File: config.mk
export PLATFORM = sky130hd
export DESIGN_NAME = warp_fetch_sched
export DESIGN_NICKNAME = d
export VERILOG_FILES = /design/src/rtl/warp_fetch_sched.sv
export SDC_FILE = /design/constraint.sdc
export NUM_CORES = 1
export LEC_CHECK = 0
export ABC_AREA = 1
export BUFFER_PORTS_ARGS = -buffer_cell sky130_fd_sc_hd__buf_2
export CELL_PAD_IN_SITES_DETAIL_PLACEMENT = 0
export CELL_PAD_IN_SITES_GLOBAL_PLACEMENT = 2
export CORE_MARGIN = 2
export CORE_UTILIZATION = 25
export DETAILED_ROUTE_END_ITERATION = 6
export MAX_ROUTING_LAYER = met4
export PLACE_DENSITY_LB_ADDON = 0.1
export SLEW_MARGIN = 20
export SYNTH_ARGS = -nofsm -noshare
export SYNTH_HDL_FRONTEND = slang
export SYNTH_SLANG_ARGS = --single-unit
File: constraint.sdc
create_clock -name clk -period 18.8 [get_ports clk]
set_input_delay 3.76 -clock clk [delete_from_list [all_inputs] [get_ports clk]]
set_output_delay 3.76 -clock clk [all_outputs]
set_load 0.05 [all_outputs]
File: src/rtl/warp_fetch_sched.sv
// Per-warp fetch scheduler: round-robin pick of one eligible warp per cycle,
// presented as a registered fetch request with one fetch outstanding per warp.
module warp_fetch_sched #(
    parameter  int NUM_WARPS   = 4,
    parameter  int NUM_THREADS = 4,
    parameter  int PC_BITS     = 31,
    parameter  int UUID_WIDTH  = 44,
    localparam int NW_WIDTH    = (NUM_WARPS > 1) ? $clog2(NUM_WARPS) : 1
) (
    input  logic                   clk,
    input  logic                   reset,

    input  logic                   start_valid,
    input  logic [NW_WIDTH-1:0]    start_wid,
    input  logic [PC_BITS-1:0]     start_PC,
    input  logic [NUM_THREADS-1:0] start_tmask,

    input  logic                   redirect_valid,
    input  logic [NW_WIDTH-1:0]    redirect_wid,
    input  logic [PC_BITS-1:0]     redirect_PC,
    input  logic [NUM_THREADS-1:0] redirect_tmask,

    input  logic                   done_valid,
    input  logic [NW_WIDTH-1:0]    done_wid,

    output logic                   sched_valid,
    input  logic                   sched_ready,
    output logic [NW_WIDTH-1:0]    sched_wid,
    output logic [PC_BITS-1:0]     sched_PC,
    output logic [NUM_THREADS-1:0] sched_tmask,
    output logic [UUID_WIDTH-1:0]  sched_uuid,

    output logic [NUM_WARPS-1:0]   active_warps,
    output logic                   busy
);

    logic [NUM_WARPS-1:0]                   active_q, active_d;
    logic [NUM_WARPS-1:0]                   stalled_q, stalled_d;
    logic [NUM_WARPS-1:0][PC_BITS-1:0]      pc_q, pc_d;
    logic [NUM_WARPS-1:0][NUM_THREADS-1:0]  tmask_q, tmask_d;
    logic [NW_WIDTH-1:0]                    rr_ptr_q;
    logic [UUID_WIDTH-1:0]                  uuid_q;

    logic                   valid_q;
    logic [NW_WIDTH-1:0]    wid_q;
    logic [PC_BITS-1:0]     spc_q;
    logic [NUM_THREADS-1:0] stmask_q;
    logic [UUID_WIDTH-1:0]  suuid_q;

    logic [NUM_WARPS-1:0] eligible;
    logic                 ld;
    logic                 grant_found;
    logic [NW_WIDTH-1:0]  grant_wid;
    logic [NW_WIDTH-1:0]  cand;
    logic                 grant_fire;

    logic [NUM_WARPS-1:0] is_redir;
    logic [NUM_WARPS-1:0] is_start;
    logic [NUM_WARPS-1:0] is_done;
    logic [NUM_WARPS-1:0] is_grant;

    assign eligible   = active_q & ~stalled_q;
    assign ld         = ~valid_q | sched_ready;
    assign grant_fire = ld & grant_found;

    // Search starts one past the last grant; power-of-two count makes the wrap free.
    always_comb begin
        grant_found = 1'b0;
        grant_wid   = '0;
        cand        = '0;
        for (int i = 1; i <= NUM_WARPS; i++) begin
            cand = rr_ptr_q + NW_WIDTH'(i);
            if (!grant_found && eligible[cand]) begin
                grant_found = 1'b1;
                grant_wid   = cand;
            end
        end
    end

    always_comb begin
        is_redir = '0;
        is_start = '0;
        is_done  = '0;
        is_grant = '0;
        for (int w = 0; w < NUM_WARPS; w++) begin
            is_redir[w] = redirect_valid && (redirect_wid == NW_WIDTH'(w));
            is_start[w] = start_valid && (start_wid == NW_WIDTH'(w))
                          && !active_q[w] && !is_redir[w];
            is_done[w]  = done_valid && (done_wid == NW_WIDTH'(w));
            is_grant[w] = grant_fire && (grant_wid == NW_WIDTH'(w));
        end
    end

    // Later assignments override earlier ones: redirect > start > grant increment.
    always_comb begin
        active_d  = active_q;
        stalled_d = stalled_q;
        pc_d      = pc_q;
        tmask_d   = tmask_q;
        for (int w = 0; w < NUM_WARPS; w++) begin
            if (is_grant[w]) begin
                pc_d[w] = pc_q[w] + PC_BITS'(2);
            end
            if (is_start[w]) begin
                active_d[w] = 1'b1;
                pc_d[w]     = start_PC;
                tmask_d[w]  = start_tmask;
            end
            if (is_redir[w]) begin
                pc_d[w]    = redirect_PC;
                tmask_d[w] = redirect_tmask;
                if (redirect_tmask == '0) begin
                    active_d[w] = 1'b0;
                end
            end
            if (is_start[w] || is_done[w]) begin
                stalled_d[w] = 1'b0;
            end
            if (is_grant[w]) begin
                stalled_d[w] = 1'b1;
            end
        end
    end

    always_ff @(posedge clk or posedge reset) begin
        if (reset) begin
            active_q  <= '0;
            stalled_q <= '0;
            pc_q      <= '0;
            tmask_q   <= '0;
        end else begin
            active_q  <= active_d;
            stalled_q <= stalled_d;
            pc_q      <= pc_d;
            tmask_q   <= tmask_d;
        end
    end

    always_ff @(posedge clk or posedge reset) begin
        if (reset) begin
            rr_ptr_q <= NW_WIDTH'(NUM_WARPS - 1);
            uuid_q   <= '0;
            valid_q  <= 1'b0;
            wid_q    <= '0;
            spc_q    <= '0;
            stmask_q <= '0;
            suuid_q  <= '0;
        end else if (ld) begin
            valid_q <= grant_found;
            if (grant_found) begin
                rr_ptr_q <= grant_wid;
                uuid_q   <= uuid_q + UUID_WIDTH'(1);
                wid_q    <= grant_wid;
                spc_q    <= pc_q[grant_wid];
                stmask_q <= tmask_q[grant_wid];
                suuid_q  <= uuid_q;
            end
        end
    end

    assign sched_valid  = valid_q;
    assign sched_wid    = wid_q;
    assign sched_PC     = spc_q;
    assign sched_tmask  = stmask_q;
    assign sched_uuid   = suuid_q;
    assign active_warps = active_q;
    assign busy         = (|active_q) | valid_q;

endmodule

# Word-level counts from Yosys, hierarchy flattened
# Cells that the tools add are included.
dict set report word_totals {
  ff_bits 276
  in_bits 82
  out_inout_bits 87
}
dict set report classes {
  addsub 8
  magnitude_cmp 5
  n_eq_ne 12
  muxes 60
  bitwise 6
  n_reduce_logical 61
}
# operator count
set ops {}
lappend ops {{$mux 31} 13}
lappend ops {{$add 31x2->31 const B} 4}
lappend ops {{$bmux 31 s2} 1}
lappend ops {{$add 44x1->44 const B} 1}
lappend ops {{$mux 4} 9}
lappend ops {{$mux 1} 28}
lappend ops {{$logic_and 1x1->1} 27}
lappend ops {{$eq 2x2->1 const B} 8}
lappend ops {{$reduce_bool 2->1} 8}
lappend ops {{$lt 2x3->1 const B} 5}
lappend ops {{$reduce_bool 3->1} 4}
lappend ops {{$logic_not 1->1} 11}
lappend ops {{$bmux 1 s2} 4}
lappend ops {{$bmux 4 s2} 1}
lappend ops {{$eq 2x1->1 const B} 4}
lappend ops {{$logic_not 2->1} 4}
lappend ops {{$mux 2} 4}
lappend ops {{$add 2x2->2 const B} 2}
lappend ops {{$and 4x4->4} 1}
lappend ops {{$logic_not 4->1} 1}
lappend ops {{$logic_or 1x1->1} 4}
lappend ops {{$not 4->4} 1}
lappend ops {{$reduce_or 4->1} 1}
lappend ops {{$add 2x1->2 const B} 1}
lappend ops {{4 further kinds} 5}

# Depth between registers and ports, before layout
# Gate-level depths: netlist (run 1).
dict set report logic_depth {
  word_depth 19
  depth_mapped 18
  depth_no_buf 15
}

# Worst setup path after synthesis (run 1)
# OpenSTA, ideal clock, no wires.
dict set report synth_timing {
  path_type {input-to-reg}
  from {input port redirect_wid[1]}
  to {register pc_q[89] (netlist name)}
  setup_time_ns 0.117
  t_arrival_ns 5.143
  required_time_ns 18.683
  slack_ns 13.540
  path_stages 11
  n_path_buf 1
  cell_sequence {inv_1 -> nor3_1 -> inv_2 -> nand2_1 -> inv_2 -> clkbuf_1 -> a22o_1 -> inv_1 -> nand2_1 -> nand2_1 -> nand2_1}
}
dict set report synth_via {
  elab_chain_len 6
}
# item line_no
set synth_lines {}
lappend synth_lines {{from (decl)} 19} ;# input logic [NW_WIDTH-1:0] redirect_wid,
lappend synth_lines {{$eq 2x2->1 (*)} 86} ;# is_redir[w] = redirect_valid && (redirect_wid == NW_WIDTH'(w));
lappend synth_lines {{$logic_and 1x1->1 (*)} 86}
lappend synth_lines {{$logic_not 1->1} 88} ;# && !active_q[w] && !is_redir[w];
lappend synth_lines {{$logic_and 1x1->1} 88}
lappend synth_lines {{$mux 31} 104} ;# if (is_start[w]) begin
lappend synth_lines {{$mux 31} 109} ;# if (is_redir[w]) begin
lappend synth_lines {{to (signal assigned)} 134} ;# pc_q <= pc_d;
lappend synth_lines {{to (decl)} 39} ;# logic [NUM_WARPS-1:0][PC_BITS-1:0] pc_q, pc_d;
# Every way passes the cells marked *; elsewhere a longest branch is shown, timed or not.
# A chain may end at the register's enable or synchronous reset.

# Worst setup path in the final report (run 1)
dict set report layout_timing {
  from {input port redirect_valid}
  to {register pc_q[42] (netlist name)}
}
dict set report layout_via {
  elab_chain_len 5
}
# item line_no
set layout_lines {}
lappend layout_lines {{from (decl)} 18} ;# input logic redirect_valid,
lappend layout_lines {{$logic_and 1x1->1 (*)} 86}
lappend layout_lines {{$logic_not 1->1} 88}
lappend layout_lines {{$logic_and 1x1->1} 88}
lappend layout_lines {{$mux 31} 104}
lappend layout_lines {{$mux 31} 109}
# Marks and branches as above.

==> reports/qor.csv, run 1 <==
stage,metric,value,unit
power,seq_power_share,27.8,%
sta,whs,474,ps
power,p_per_area,174,nW/um^2
placed_design,gp_congestion,0.876,
drt,drcViolationCount,0,
critical_path,endpoint_kind,flop,
cts,htreeDepth,2,
hold_path,min_to,sched_PC[13]$_DFFE_PP0P_,
critical_path,rr_startpoint,rr_ptr_q[0]$_DFFE_PP1P_,
synth,syn_nets,2683,
critical_path,worstSetupPathType,input pin to flop,
drt,met2_length,39900,um
final_layout,postLayoutCoreUtil,29.7,%
global_route,antenna_found_initial,0,
die,die_area,73000,sq um
power,p_int,1.72,mW
global_route,grt_pass1_vias,17842,
synth,synthesis.area,17700,sq um
critical_path,rr_worst_depth,13,
status,outcome,finished clean,
synth,yosysSeqAreaShare,39.0,%
cts,clk_path_buf_depth,3,
cts,numCtsBuffers,40,
cts,cts_hold_buf,0,
drt,wl_met1,38100,um
critical_path,worstPathMaxFanout,34,
final_layout,finalNonFillerCells,3681,
die,core.rowCount,97,
drt,final_antenna_net_count,0,
cts,ctsResizeCount,0,
sta,tns,0,ps
drt,num_vias,18229,
die,ioPinCount,169,
critical_path,timing.rr.end,pc_q[106]$_DFFE_PP0P_,
drt,via_per_inst,4.95,
power,swShare,52.4,%
global_route,grtUsageTotal,23.8,%
die,die_y,270,um
sta,relSlewSlack,33.8,%
hold_path,min_path_type,flop to flop,
drt,wl_per_cell,23.2,um
sta,post-route-period-util,33.3,%
cts,clock_latency,590,ps
critical_path,required,19290,ps
power,p_comb_share,49.7,%
cts,cts-root-buf,clkbuf_16,
sta,max_freq,160,MHz
placed_design,place_inst,3608,
cts,post-cts-setup-buffers,0,
final_layout,nNetsFinal,2797,
placed_design,io_buffers,168,
drt,drt_iter0_markers,1365,
sta,grt_setup_unrepaired,no,
flow_run,cap_violations,0,
sta,drv_slew,0,
drt,drt_pass1_iterations,6,
final_layout,final-seq-area,6910,sq um
synth,synth-seq-cells,276,
critical_path,r2r_slack,14410,ps
sta,period_minus_slack,6260,ps
die,die_w,270,um
placed_design,dpl.hpwl,63100,um
cts,cts.sinks,276,
critical_path,cp-start-kind,input pin,
drt,wl_met3,4360,um
hold_path,min_path_cells,2,
cts,cts_tree,yes,
power,ir_worst_vdd,0.000163,V
placed_design,placed_area,19400,sq um
drt,top_layer_used,met4,
synth,synth_warnings,0,
sta,finClkSkew,27.8,ps
sta,hold_viol,0,
power,switching_power,1.89,mW
final_layout,diodes,0,
sta,worst-slew-pin-transition,983,ps
drt,routed_wl,85500,um
final_layout,stdcell_area,20800,sq um
power,clockPowerShare,22.6,%
final_layout,drive_above_1_share,10.5,%
synth,synth_cell_types,39,
sta,setup_viol,0,
critical_path,cp.arrival,6760,ps
hold_path,worstHoldStart,sched_PC[13]$_DFFE_PP0P_,
synth,netlist_instances,2596,
synth,syn_area_per_cell,6.83,sq um
die,start_util,25.3,%
final_layout,multi_input_area,9370,sq um
final_layout,num-fill-cells,7904,
global_route,grt_pass1_wl,126000,um
global_route,grt_max_degree,91,
die,core,70100,sq um
cts,path_clk_slew,60,ps
power,p_leak,10.2,nW
global_route,grt_remaining_overflow,0,
final_layout,synthToLayoutAreaGrowth,17.4,%
==> cells by family (layout without fill, tap and decap cells) <==
group	count (synthesis)	count (layout)	synth area share, %
fa+ha+maj	5	5	0.353
xor+xnor	110	110	5.44
flops	276	276	39.0
compound gates	299	299	10.7
buf+inv	365	510	8.37
simple gates	1541	1541	36.2
==> per-layer routing <==
layer  up-vias  global-route usage, %
li1       8692                      -
met1      8856                   31.3
met2       564                   37.5
met3       117                   3.30
met4         0                   8.26
met5         -                      -
==> sequential cells by signal, summed over array words and instances (netlist names) <==
register,cells
sched_uuid,44
stalled_q,4
active_warps,4
uuid_q,44
sched_wid,2
rr_ptr_q,2
sched_tmask,4
sched_valid,1
sched_PC,31
pc_q,124
tmask_q,16
==> layout by cell type, fill, tap and decap left out, types with 31 or more instances in the layout <==
| cell type | count |
|---|---|
| nand4_1 | 35 |
| nor2_1 | 157 |
| o22ai_1 | 31 |
| o21ai_0 | 86 |
| dfrtp_1 | 274 |
| o221ai_1 | 72 |
| inv_1 | 234 |
| nor3_1 | 76 |
| xor2_1 | 79 |
| nand3_1 | 213 |
| xnor2_1 | 31 |
| nand2_1 | 1008 |
| clkbuf_16 | 40 |
| buf_2 | 168 |
| o21ai_1 | 50 |
==> metrics by stage <==
stage	total power, mW	setup WS (ps)
floorplan	2.23	7430
global placement	2.82	12030
detailed placement	2.83	11960
CTS	3.67	12580
global route	3.89	12370
finish	3.62	12540
==> synth_stat cells (all sizes together) <==
master  number  area, sq um
o21ai      136          681
ha           5         62.6
nand2     1017         3840
nand4       35          219
nand3b      10         87.6
o221ai      72          631
o22ai       31          194
or2          1         6.26
dfrtp      274         6860
and3         1         6.26
o21bai       2         15.0
dfstp        2         52.6
nor3b        3         22.5
xor2        79          692
inv        244          918
buf         51          302
o211ai      25          188
nor2       164          631
nand3      217         1110
nor4        15         93.8
a21o         2         15.0
a21oi       25          125
o31ai        5         37.5
nor3        78          400
xnor2       31          272
clkinv       2         7.51
clkbuf      68          255
a22o         1         8.76
==> worst max-delay path, stage by stage <==
cell and delay [ps]:
buf_2 90, inv_1 120, nor3_2 50, buf_4 180, clkinv_1 50, buf_4 400
nand2_1 710, inv_1 890, nand2_1 90, o21ai_0 150, a21oi_1 70, o21ai_1 140
==> power groups by stage <==
stage | logic [mW] | clock network (mW) | registers, mW
floorplan | 1.13 | 0 | 1.10
global placement | 1.81 | 0 | 1.01
detailed placement | 1.82 | 0 | 1.01
CTS | 1.82 | 0.840 | 1.00
global route | 2.00 | 0.864 | 1.03
finish | 1.80 | 0.816 | 1.00
==> how the worst max path moves through the flow <==
stage                                from                        end  slack (ps)  cells past startpoint
after floorplan                     reset  active_warps[0]$_DFF_PP0_        7430                      1
after global placement    redirect_wid[1]      pc_q[100]$_DFFE_PP0P_       12030                     11
after detailed placement  redirect_wid[1]      pc_q[102]$_DFFE_PP0P_       11960                     11
after CTS                 redirect_wid[1]      pc_q[102]$_DFFE_PP0P_       12580                     11
after global routing      redirect_wid[0]       pc_q[33]$_DFFE_PP0P_       12370                     12
final                      redirect_valid       pc_q[42]$_DFFE_PP0P_       12540                     12
==> area by class of cell <==
class                           count  area share [%]
Clock buffer                       62            5.69
Clock inverter                     11            1.05
Inverter                          246            4.49
Multi-Input combinational cell   1955            45.0
Sequential cell                   276            33.2
Tap cell                          940            5.65
Timing Repair Buffer              191            4.89
Note: power is estimated with default switching activity, not from simulation.
==> run 2: changes to the inputs <==
- clock period: 18.8 -> 5.4 ns (I/O delays scaled with it)
==> run 2 against run 1 <==
Effect of this change: sequential power grew to 3.5 times the previous value; final cell count increased by 0.19%; utilization rose by 0.15 points; flip-flop and latch count unchanged; global-route usage decreased by 0.41 points; sequential share of layout area fell by 0.16 points; critical path type is now flop to flop; highest routed layer unchanged; via count shrank 0.95%; register-to-register slack worse by 13000 ps.
==> reports/qor.csv, run 2 (synthesis gave the netlist of run 1 again) <==
stage,metric,value,unit,change
status,outcome,finished clean,,
drt,drt_pass1_iterations,5,,-1
sta,finClkSkew,14.5,ps,-13.3 ps
critical_path,endpoint_kind,flop,,
power,p_int,6.12,mW,+260%
critical_path,required,5830,ps,-13460 ps
critical_path,critical_path.max_stage_delay,680,ps,-210 ps
drt,via_per_inst,4.90,,-1.1%
cts,path_clk_slew,60,ps,about the same
cts,cts-root-buf,clkbuf_16,,
critical_path,worstPathMaxFanout,38,,+12%
final_layout,layout_commonest_cell,nand2_1,,
die,die_y,270,um,unchanged
global_route,grt_remaining_overflow,0,,unchanged
final_layout,diodes,0,,unchanged
sta,grt_setup_unrepaired,no,,
critical_path,cp.arrival,4460,ps,-2300 ps
die,core,70100,sq um,unchanged
global_route,grt_pass1_vias,17994,,+0.85%
cts,post-cts-setup-buffers,0,,unchanged
final_layout,num-fill-cells,7930,,+0.33%
final_layout,nNetsFinal,2804,,+0.25%
critical_path,cp-start-kind,flop,,
flow_run,cap_violations,0,,unchanged
power,p_comb_share,49.5,%,-0.2 points
cts,cts_hold_buf,0,,unchanged
placed_design,dpl.hpwl,62300,um,-1.2%
drt,final_antenna_net_count,0,,unchanged
critical_path,slowest_stage,dfstp_2,,
critical_path,path_cells,inv_4 > nand3_1 > nand3_2 > nand2_2 > nand2_2 > nor2_4 > nand3b_4 > nand2_2 > buf_4 > nand3_2 > nand2_2 > inv_2 > nand2_1 > o21ai_1,,
hold_path,min_path_type,flop to flop,,
power,p_leak,10.2,nW,+0.74%
sta,relSlewSlack,28.9,%,-5.0 points
placed_design,placed_area,19500,sq um,+0.32%
final_layout,final-seq-area,6910,sq um,unchanged
cts,htreeDepth,2,,unchanged
final_layout,regMostFlops,pc_q,,
final_layout,synthToLayoutAreaGrowth,18.0,%,
critical_path,worstSetupPathType,flop to flop,,
final_layout,drive_above_1_share,11.1,%,+0.56 points
die,ioPinCount,169,,unchanged
sta,worst-slew-pin-transition,1070,ps,+82.4 ps
power,clockPowerShare,23.2,%,+0.6 points
sta,drv_slew,0,,unchanged
drt,num_vias,18055,,-0.95%
drt,routed_wl,83700,um,-2.0%
die,start_util,25.3,%,unchanged
global_route,grt_pass1_wl,125000,um,-0.76%
sta,tns,0,ps,unchanged
cts,ctsResizeCount,0,,unchanged
power,switching_power,6.56,mW,+250%
final_layout,largest_reg_flops,124,,unchanged
sta,post-route-period-util,74.5,%,
drt,wl_per_cell,22.7,um,-2.2%
placed_design,place_inst,3615,,+0.19%
placed_design,gp_congestion,0.874,,-0.17%
drt,drt_iter0_markers,1450,,+6.2%
critical_path,crit_top_cell,nand2_2,,
cts,clk_path_buf_depth,3,,unchanged
sta,whs,472,ps,-1.37 ps
cts,cts.sinks,276,,unchanged
die,die_area,73000,sq um,unchanged
cts,cts_tree,yes,,
power,p_per_area,607,nW/um^2,+250%
global_route,antenna_found_initial,0,,unchanged
final_layout,multi_input_area,9370,sq um,unchanged
global_route,grt_max_degree,82,,-9.9%
sta,period_minus_slack,4020,ps,
final_layout,stdcell_area,20900,sq um,+0.49%
global_route,grtUsageTotal,23.4,%,-0.41 points
cts,clock_latency,580,ps,about the same
sta,hold_viol,0,,unchanged
cts,numCtsBuffers,40,,unchanged
sta,max_freq,248,MHz,
die,die_w,270,um,unchanged
sta,setup_viol,0,,unchanged
final_layout,finalNonFillerCells,3688,,+0.19%
power,swShare,51.7,%,-0.69 points
final_layout,mostFrequentLayoutCells,"nand2_1, dfrtp_1, inv_1",,
die,core.rowCount,97,,unchanged
power,seq_power_share,27.4,%,-0.4 points
power,ir_worst_vdd,0.000468,V,+190%
drt,drcViolationCount,0,,unchanged
placed_design,io_buffers,168,,unchanged
run 2: per-layer routing:
metal	track usage [%]	share of wire, %	up-vias
met4	6.89	3.0	0
met2	38.6	48	432
met1	30.1	45	8833
li1	-	-	8692
met5	-	0	-
met3	2.68	4.1	98
run 2: cell type report:
class / instances / share of cell area [%]
sequential: 276 / 33.0
inverter: 246 / 4.45
clock buffer: 55 / 5.63
tap: 940 / 5.62
clock inverter: 18 / 1.29
multi-input combinational: 1955 / 44.8
timing repair buffer: 198 / 5.16
run 2: path summary, 6_finish.rpt:
check                                                 from                         end  slack, ps  cells after the start
worst max-delay path               rr_ptr_q[0]$_DFFE_PP1P_        pc_q[33]$_DFFE_PP0P_       1380                     14
worst min-delay path            sched_tmask[0]$_DFFE_PP0P_  sched_tmask[0]$_DFFE_PP0P_        470                      2
worst max register to register     rr_ptr_q[0]$_DFFE_PP1P_        pc_q[33]$_DFFE_PP0P_       1380                     14
worst min register to register  sched_tmask[0]$_DFFE_PP0P_  sched_tmask[0]$_DFFE_PP0P_        470                      2
max in group asynchronous                            reset  sched_uuid[19]$_DFFE_PP0P_       3430                      3
min in group asynchronous                            reset    stalled_q[3]$_DFFE_PP0P_        670                      2
run 2: power by group through the flow:
stage                     registers [mW]  clock network, mW  logic [mW]
after floorplan                     3.85                  0        3.93
after global placement              3.50                  0        6.38
after detailed placement            3.50                  0        6.40
after CTS                           3.47               3.03        6.42
after global routing                3.57               3.12        7.03
final                               3.47               2.94        6.28
run 2: per-stage QoR:
stage,worst slack (ps),power [mW],utilization [%]
after floorplan,670,7.77,-
after global placement,1360,9.88,27.7
after detailed placement,1330,9.89,27.7
after CTS,1310,12.9,29.8
after global routing,975,13.7,29.8
final,1380,12.7,29.8
run 2: critical path, delay by kind of cell (launching register included):
kind,cells,cell delay [ps]
compound gates,1,70
simple gates,10,2120
flops,1,680
buf+inv,3,950
==> run 3: changes to the inputs <==
- clock period: 5.4 -> 3.95 ns (I/O delays scaled with it)
==> run 3 against run 2 <==
Effect of this change: maximum frequency up 33%; first-iteration DRC count decreased by 4.1%; sequential share of layout area decreased by 0.25 points; highest routed layer unchanged; worst hold slack worse by 91 ps; critical path depth decreased by 1; wire length is 0.41% higher; largest cell class unchanged; via count up 1.8%; global-route usage is 0.23 points higher; final area up 0.76%.
==> reports/qor.csv, run 3 (synthesis gave the netlist of run 1 again) <==
stage,metric,value,unit,change
cts,clk_path_buf_depth,3,,unchanged
sta,period_minus_slack,3020,ps,-1000 ps
drt,drt_iter0_markers,1390,,-4.1%
die,core,70100,sq um,unchanged
die,start_util,25.3,%,unchanged
power,p_int,8.54,mW,+40%
cts,cts-root-buf,clkbuf_16,,
global_route,grt_max_degree,129,,+57%
power,p_leak,10.3,nW,+0.68%
cts,numCtsBuffers,40,,unchanged
cts,htreeDepth,2,,unchanged
die,die_area,73000,sq um,unchanged
sta,post-route-period-util,76.6,%,+2.0 points
power,ir_worst_vdd,0.000412,V,-12%
global_route,grt_remaining_overflow,0,,unchanged
power,p_per_area,836,nW/um^2,+38%
placed_design,placed_area,19600,sq um,+0.66%
sta,hold_viol,0,,unchanged
global_route,grtUsageTotal,23.6,%,+0.23 points
status,outcome,finished clean,,
sta,setup_viol,0,,unchanged
placed_design,dpl.hpwl,62900,um,+1.0%
final_layout,num-fill-cells,7934,,+0.050%
final_layout,largest_reg_flops,124,,unchanged
global_route,antenna_found_initial,0,,unchanged
sta,finClkSkew,31.7,ps,+17.2 ps
critical_path,cp.arrival,3550,ps,-910 ps
sta,max_freq,331,MHz,+33%
sta,drv_slew,0,,unchanged
sta,worst-slew-pin-transition,1100,ps,+33.4 ps
sta,relSlewSlack,26.1,%,-2.8 points
critical_path,cp-start-kind,flop,,
cts,path_clk_slew,60,ps,about the same
global_route,met3_usage,2.23,%,-0.45 points
power,p_total,17.6,mW,+39%
cts,post-cts-setup-buffers,0,,unchanged
final_layout,final-seq-area,6910,sq um,unchanged
global_route,use_met1,30.7,%,+0.64 points
final_layout,mostFrequentLayoutCells,"nand2_1, dfrtp_1, inv_1",,
final_layout,regMostFlops,pc_q,,
power,switching_power,9.07,mW,+38%
drt,via_per_inst,4.96,,+1.4%
die,die_y,270,um,unchanged
final_layout,stdcell_area,21100,sq um,+0.76%
drt,drcViolationCount,0,,unchanged
die,die_w,270,um,unchanged
placed_design,place_inst,3627,,+0.33%
final_layout,layout_commonest_cell,nand2_1,,
global_route,grt_pass1_wl,126000,um,+1.2%
cts,cts.sinks,276,,unchanged
critical_path,rr_startpoint,rr_ptr_q[0]$_DFFE_PP1P_,,
critical_path,r2r_slack,930,ps,-450 ps
critical_path,required,4480,ps,-1350 ps
sta,grt_setup_unrepaired,no,,
final_layout,nNetsFinal,2816,,+0.43%
drt,final_antenna_net_count,0,,unchanged
placed_design,io_buffers,168,,unchanged
cts,clock_latency,590,ps,about the same
cts,cts_hold_buf,0,,unchanged
flow_run,cap_violations,0,,unchanged
hold_path,min_path_type,input pin to asynchronous set/reset pin,,
critical_path,rr_worst_depth,13,,-1
critical_path,timing.rr.end,pc_q[112]$_DFFE_PP0P_,,
power,swShare,51.5,%,-0.22 points
final_layout,synthToLayoutAreaGrowth,18.9,%,
global_route,grt_use_met2,39.0,%,+0.39 points
critical_path,worstPathMaxFanout,40,,+5.3%
cts,cts_tree,yes,,
global_route,busiest_layer,met2,,
drt,wl_per_cell,22.7,um,about the same
final_layout,finalNonFillerCells,3702,,+0.38%
die,ioPinCount,169,,unchanged
final_layout,multi_input_area,9370,sq um,unchanged
drt,num_vias,18377,,+1.8%
cts,ctsResizeCount,0,,unchanged
die,core.rowCount,97,,unchanged
critical_path,endpoint_kind,flop,,
critical_path,worstSetupPathType,flop to flop,,
global_route,grt_pass1_vias,18333,,+1.9%
power,p_comb_share,49.8,%,+0.3 points
power,clockPowerShare,23.2,%,about the same
drt,routed_wl,84100,um,+0.41%
sta,whs,381,ps,-91.1 ps
power,seq_power_share,26.9,%,-0.5 points
final_layout,drive_above_1_share,11.3,%,+0.20 points
placed_design,gp_congestion,0.885,,+1.2%
drt,drt_pass1_iterations,5,,unchanged
[run 3: how the worst max path moves through the flow]
stage / depth (start not counted) / start / slack [ps] / endpoint
4_1_cts: 13 / rr_ptr_q[0]$_DFFE_PP1P_ / 920 / pc_q[107]$_DFFE_PP0P_
3_5_place_dp: 13 / rr_ptr_q[0]$_DFFE_PP1P_ / 910 / pc_q[107]$_DFFE_PP0P_
5_1_grt: 13 / rr_ptr_q[0]$_DFFE_PP1P_ / 670 / pc_q[112]$_DFFE_PP0P_
2_1_floorplan: 1 / reset / -490 / active_warps[0]$_DFF_PP0_
3_3_place_gp: 15 / rr_ptr_q[0]$_DFFE_PP1P_ / 910 / sched_PC[20]$_DFFE_PP0P_
6_report: 13 / rr_ptr_q[0]$_DFFE_PP1P_ / 930 / pc_q[112]$_DFFE_PP0P_
[run 3: power by group through the flow]
| stage | Sequential (mW) | Combinational [mW] | Clock [mW] |
|---|---|---|---|
| 2_1_floorplan | 5.26 | 5.37 | 0 |
| 3_3_place_gp | 4.79 | 8.91 | 0 |
| 3_5_place_dp | 4.79 | 8.91 | 0 |
| 4_1_cts | 4.75 | 8.93 | 4.20 |
| 5_1_grt | 4.87 | 9.77 | 4.31 |
| 6_report | 4.75 | 8.78 | 4.09 |
[run 3: area by class of cell]
cell class	count	share of cell area [%]
diodes	1	0.0119
inverters	246	4.41
clock inverters	18	1.64
multi-input cells	1955	44.5
clock buffers	56	5.37
repair buffers	210	5.72
well taps	940	5.58
flip-flops and latches	276	32.8
[run 3: metrics by stage]
stage / util (%) / TNS [ps] / setup slack, ps
2_1_floorplan: - / -134190 / -490
3_3_place_gp: 27.9 / 0 / 913
3_5_place_dp: 27.9 / 0 / 914
4_1_cts: 30.0 / 0 / 917
5_1_grt: 30.0 / 0 / 669
6_report: 30.0 / 0 / 926
[run 3: critical path, cell delays in order (launching register included)]
cell and delay [ps]:
dfstp_2 680, inv_4 90, nand3_1 100, nand3_1 120, nand2_2 120, nand2_2 80
nor3_1 320, nor2_4 130, inv_1 320, nand3_1 190, nand2_1 90, buf_4 410
o21ai_0 170, nand2_1 90
[run 3: routing by layer]
layer	up-vias	share of wire [%]
li1	8736	-
met5	-	0
met2	526	48
met4	0	2.9
met3	108	4.1
met1	9007	45
